==> src/rtl/io_result_uart_tx.sv <==
// Result-word UART transmitter: stages a core result word, splits it into bytes
// through a byte FIFO and serialises them as 8N1, LSB first.
module io_result_uart_tx #(
    parameter int CLKS_PER_BIT = 868,
    parameter int FIFO_DEPTH   = 16
) (
    input  logic        clk,
    input  logic        rst,
    input  logic [31:0] status,
    input  logic [31:0] result_bytes,
    output logic        txd,
    output logic        io_stall,
    output logic        overflow,
    output logic        tx_idle,
    output logic        all_done
);

    localparam int AW = $clog2(FIFO_DEPTH);
    localparam int BW = $clog2(CLKS_PER_BIT);
    localparam logic [BW-1:0] BAUD_LAST = BW'(CLKS_PER_BIT - 1);
    localparam logic [AW:0]   FIFO_FULL_CNT = (AW + 1)'(FIFO_DEPTH);

    typedef enum logic [1:0] {IDLE, START, DATA, STOP} tx_state_t;

    logic strobe;
    logic unused_status_bits;

    logic        vld_p0;
    logic [31:0] word_p0;
    logic [1:0]  last_p0;
    logic [1:0]  idx_p0;
    logic [7:0]  push_byte;

    logic [7:0]    mem_p1 [FIFO_DEPTH];
    logic [AW-1:0] wr_ptr_p1;
    logic [AW-1:0] rd_ptr_p1;
    logic [AW:0]   count_p1;
    logic          fifo_full;
    logic          fifo_empty;
    logic          push;
    logic          pop;

    tx_state_t     state_p2;
    logic [BW-1:0] baud_p2;
    logic [2:0]    bit_idx_p2;
    logic [7:0]    shift_p2;
    logic          baud_done;

    assign strobe             = status[0];
    assign unused_status_bits = ^status[30:3];

    // Stage 0: staging register holding the word until all its bytes are pushed
    assign push_byte = word_p0[{idx_p0, 3'b000} +: 8];

    always_ff @(posedge clk) begin
        if (rst) begin
            vld_p0   <= 1'b0;
            idx_p0   <= 2'd0;
            overflow <= 1'b0;
        end else begin
            if (strobe && vld_p0)
                overflow <= 1'b1;
            if (vld_p0) begin
                if (push) begin
                    idx_p0 <= idx_p0 + 2'd1;
                    if (idx_p0 == last_p0)
                        vld_p0 <= 1'b0;
                end
            end else if (strobe) begin
                vld_p0 <= 1'b1;
                idx_p0 <= 2'd0;
            end
        end
    end

    always_ff @(posedge clk) begin
        if (!vld_p0 && strobe) begin
            word_p0 <= result_bytes;
            last_p0 <= status[2:1];
        end
    end

    // Stage 1: byte FIFO ring
    assign fifo_empty = (count_p1 == '0);
    assign fifo_full  = (count_p1 == FIFO_FULL_CNT);
    assign push       = vld_p0 && !fifo_full;
    assign pop        = (state_p2 == IDLE) && !fifo_empty;

    always_ff @(posedge clk) begin
        if (rst) begin
            wr_ptr_p1 <= '0;
            rd_ptr_p1 <= '0;
            count_p1  <= '0;
        end else begin
            if (push)
                wr_ptr_p1 <= wr_ptr_p1 + AW'(1);
            if (pop)
                rd_ptr_p1 <= rd_ptr_p1 + AW'(1);
            case ({push, pop})
                2'b10:   count_p1 <= count_p1 + (AW + 1)'(1);
                2'b01:   count_p1 <= count_p1 - (AW + 1)'(1);
                default: count_p1 <= count_p1;
            endcase
        end
    end

    always_ff @(posedge clk) begin
        if (push)
            mem_p1[wr_ptr_p1] <= push_byte;
    end

    // Stage 2: serialiser; txd is registered and updated alongside each state change
    assign baud_done = (baud_p2 == BAUD_LAST);

    always_ff @(posedge clk) begin
        if (rst) begin
            state_p2   <= IDLE;
            baud_p2    <= '0;
            bit_idx_p2 <= 3'd0;
            txd        <= 1'b1;
        end else begin
            case (state_p2)
                IDLE: begin
                    txd <= 1'b1;
                    if (pop) begin
                        state_p2 <= START;
                        baud_p2  <= '0;
                        txd      <= 1'b0;
                    end
                end
                START: begin
                    if (baud_done) begin
                        baud_p2    <= '0;
                        bit_idx_p2 <= 3'd0;
                        state_p2   <= DATA;
                        txd        <= shift_p2[0];
                    end else begin
                        baud_p2 <= baud_p2 + BW'(1);
                    end
                end
                DATA: begin
                    if (baud_done) begin
                        baud_p2 <= '0;
                        if (bit_idx_p2 == 3'd7) begin
                            state_p2 <= STOP;
                            txd      <= 1'b1;
                        end else begin
                            bit_idx_p2 <= bit_idx_p2 + 3'd1;
                            txd        <= shift_p2[1];
                        end
                    end else begin
                        baud_p2 <= baud_p2 + BW'(1);
                    end
                end
                STOP: begin
                    if (baud_done) begin
                        baud_p2  <= '0;
                        state_p2 <= IDLE;
                    end else begin
                        baud_p2 <= baud_p2 + BW'(1);
                    end
                end
                default: state_p2 <= IDLE;
            endcase
        end
    end

    always_ff @(posedge clk) begin
        if (pop)
            shift_p2 <= mem_p1[rd_ptr_p1];
        else if (state_p2 == DATA && baud_done)
            shift_p2 <= {1'b0, shift_p2[7:1]};
    end

    assign io_stall = vld_p0;
    assign tx_idle  = fifo_empty && (state_p2 == IDLE);
    assign all_done = status[31] && !vld_p0 && tx_idle;

endmodule

==> config.mk <==
export PLATFORM = sky130hd
export DESIGN_NAME = io_result_uart_tx
export DESIGN_NICKNAME = d
export VERILOG_FILES = /design/src/rtl/io_result_uart_tx.sv
export SDC_FILE = /design/constraint.sdc
export NUM_CORES = 1
export LEC_CHECK = 0
export BUFFER_PORTS_ARGS = -buffer_cell sky130_fd_sc_hd__clkbuf_2
export CAP_MARGIN = 20
export CORE_MARGIN = 4
export CORE_UTILIZATION = 45
export DETAILED_ROUTE_END_ITERATION = 8
export PLACE_DENSITY_LB_ADDON = 0.08
export SLEW_MARGIN = 40
export SYNTH_ARGS = -nofsm -noshare
export SYNTH_HDL_FRONTEND = slang
export SYNTH_SLANG_ARGS = --single-unit
==> constraint.sdc <==
create_clock -name clk -period 3.9 [get_ports clk]
set_input_delay 0.585 -clock clk [delete_from_list [all_inputs] [get_ports clk]]
set_output_delay 0.585 -clock clk [all_outputs]
set_load 0.02 [all_outputs]
==> results.md <==
* Outcome: complete, no violations
* CP Data Arrival Time at 3390 ps
* WL per Instance at 18.9 um
* Final period util at 77.1%
* First-pass GRT wire length at 24.4 mm
* Top sig layer: met4
* Full die area at 21000 um^2
* Post-cts hold buffer count at 0
* Clock Sink Count at 207
* Synth Register Bits at 207
* Worst Path Required at 4280 ps
* Initial core utilization at 46.4%
* Share of Yosys cell area claimed by the top area cell type at 60.4%
* Count of final hold-check violations at 0
* GR Overflow Total at 0
* MaxCap Viol Count at 0
* Hold crit path type: input port to flop
* Post-synthesis sequential area ratio at 69.2%
* Total negative slack at 0 ps
* M1 wire length at 7.01 mm
* Core area at 18200 um^2
* Worst r2r path cells at 11
* Hold depth at 1
* Synth Instances at 507
* Crit end category: flop
* Area after DPL at 8930 um^2
* RePlAce Congestion at 0.769
* DIE WIDTH at 145 um
* Final instance area at 9630 um^2
* Pwr dens at 615 nW/um^2
* Post-synth top cells: 170 x edfxtp_1, 40 x mux4_2, 37 x dfxtp_1
* Synth unique cells at 58
* Final Max Slew Viols at 0
* Largest area contributor in the netlist: edfxtp_1
* CP max FO at 14
* Met3 WL at 758 um
* Crit Path Category: flop to flop
* Largest net degree at the start of global routing at 33
* # setup viols final at 0
* Num CTS Buffers at 22
* Post-synth EDFFs at 170
* TritonCTS clock tree: yes
* ANT nets after route at 0
* Gr usage total at 14.4%
* Antenna violations before repair at 0
* DRC Markers at 0
* Clk_lat worst skew at 490 ps
* Max_slew headroom at 52.8%
* Ratio of cells with drive above 1 in the final layout at 26.1%
* Clock transition at path regs at 60 ps
* Leakage at 3.16 nW
* DP HPWL at 9.75 mm
* FMAX at 332 MHz
* DR vias/cell at 5.54
* Synth Cell Area at 8450 um^2
* PnR worst setup slack at 892 ps
* Postcts setup bufs at 0
* Asr flop ratio synth at 0%
* Syn avg cell area at 16.7 um^2
* TritonRoute pass-1 iters at 4
* Clock Skew at 17.4 ps
* Post-CTS Resized at 0
* Vias at 4418
* Port bufs at 42
* CTS root buf: clkbuf_16
* Post-synthesis net count at 588
* DR iter-0 viols at 206
* Tmin final at 3010 ps
* Dominant cells by area after synthesis: edfxtp_1 60%, mux4_2 11%, dfxtp_1 8.8%, mux2i_1 2.4%, ha_1 2.2%
* I/O pin count at 71
* Worst setup SP type: flop
* Htree depth at 1
* Deepest clock path buffer count at 3
* Top-count cell post-synth: edfxtp_1
* Most used DFF post-synth: edfxtp_1
* Nets at 635
* Place WS at 889 ps
* Site Rows at 49
* WL final at 15.1 mm
* RSZ-0062 raised after global routing: false
* Number of global-route vias before repair at 4469
* Worst Max-Slew Pin Slew at 707 ps
* WL met2 at 7.10 mm
* # diodes at 0
* Peak VDD IR at 330 uV
* Synth warnings at 0
* Chip Height at 145 um
* Synth-to-layout area growth at 13.9%
## critical path, cell delays in order, from the launching register on
cell and delay (ps):
dfxtp_1 370, or4_4 610, o21ai_4 140, buf_4 210, inv_2 120, ha_1 260, xor2_1 170, ha_1 200
a21oi_1 190, a21o_1 150, a32o_1 140, mux2_2 330
## state kept, by name (all words and copies together), names as in the netlist, 3 cells and up, named ones only
signal      cells
baud_p2        10
bit_idx_p2      3
count_p1        5
mem_p1        128
rd_ptr_p1       4
shift_p2        8
word_p0        32
wr_ptr_p1       4
## metal layers
layer,global-route usage [%],up-vias
met5,0,-
met1,20.4,2210
met3,2.40,17
met4,3.61,0
met2,23.6,101
li1,-,2090
## cell type report
| type | instances | area (um^2) |
|---|---|---|
| fillers | 1460 | 8580 |
| flip-flops and latches | 207 | 5850 |
| multi-input cells | 262 | 2500 |
| clock buffers | 31 | 627 |
| well taps | 229 | 287 |
| repair buffers | 47 | 255 |
| clock inverters | 7 | 58.8 |
| inverters | 14 | 52.6 |
## cells by family after synthesis
logic type / share of synthesized area (%)
and+or+nand+nor: 6.65
AOI/OAI and AO/OA: 5.42
xor gates and xnor gates: 1.24
muxes: 13.3
DFF: 69.2
adders and majority gates: 2.22
buffers and inverters: 2.01
## per-stage QoR
stage          std cells  hold slack (ps)  power (mW)  utilization (%)
2_1_floorplan        507              444        3.71                -
3_5_place_dp         759              468        4.01             49.0
6_report             797              261        5.92             52.9
4_1_cts              797              241        5.98             52.8
5_1_grt              797              234        6.24             52.9
3_3_place_gp         758              447        3.97             48.8
## power by group
group / switching [mW] / leakage (nW) / internal, mW / total (mW)
clock network: 0.781 / 0.339 / 1.18 / 1.96
logic: 0.678 / 0.962 / 0.478 / 1.16
registers: 0.154 / 1.86 / 2.64 / 2.80
total: 1.61 / 3.16 / 4.30 / 5.92
## cells in the final DEF, fill, tap and decap left out, drive strengths merged, types with 5 or more instances in the layout
cell,instances
a21oi,10
a31oi,8
buf,5
clkbuf,73
clkinv,6
dfxtp,37
edfxtp,170
ha,15
inv,14
mux2i,20
mux4,40
nand2,28
nand3,6
nor2,35
nor2b,5
nor3,7
o21ai,13
o221ai,7
or3,5
xnor2,6
xor2,6
## path summary, 6_finish.rpt
| kind | from | end | slack, ps |
|---|---|---|---|
| setup reg to reg | count_p1[0] | count_p1[4] | 890 |
| setup / recovery | count_p1[0] | count_p1[4] | 890 |
| hold / removal | result_bytes[17] | word_p0[17] | 260 |
| hold reg to reg | overflow | overflow | 470 |
No activity file was read; power rests on OpenSTA's default activity.
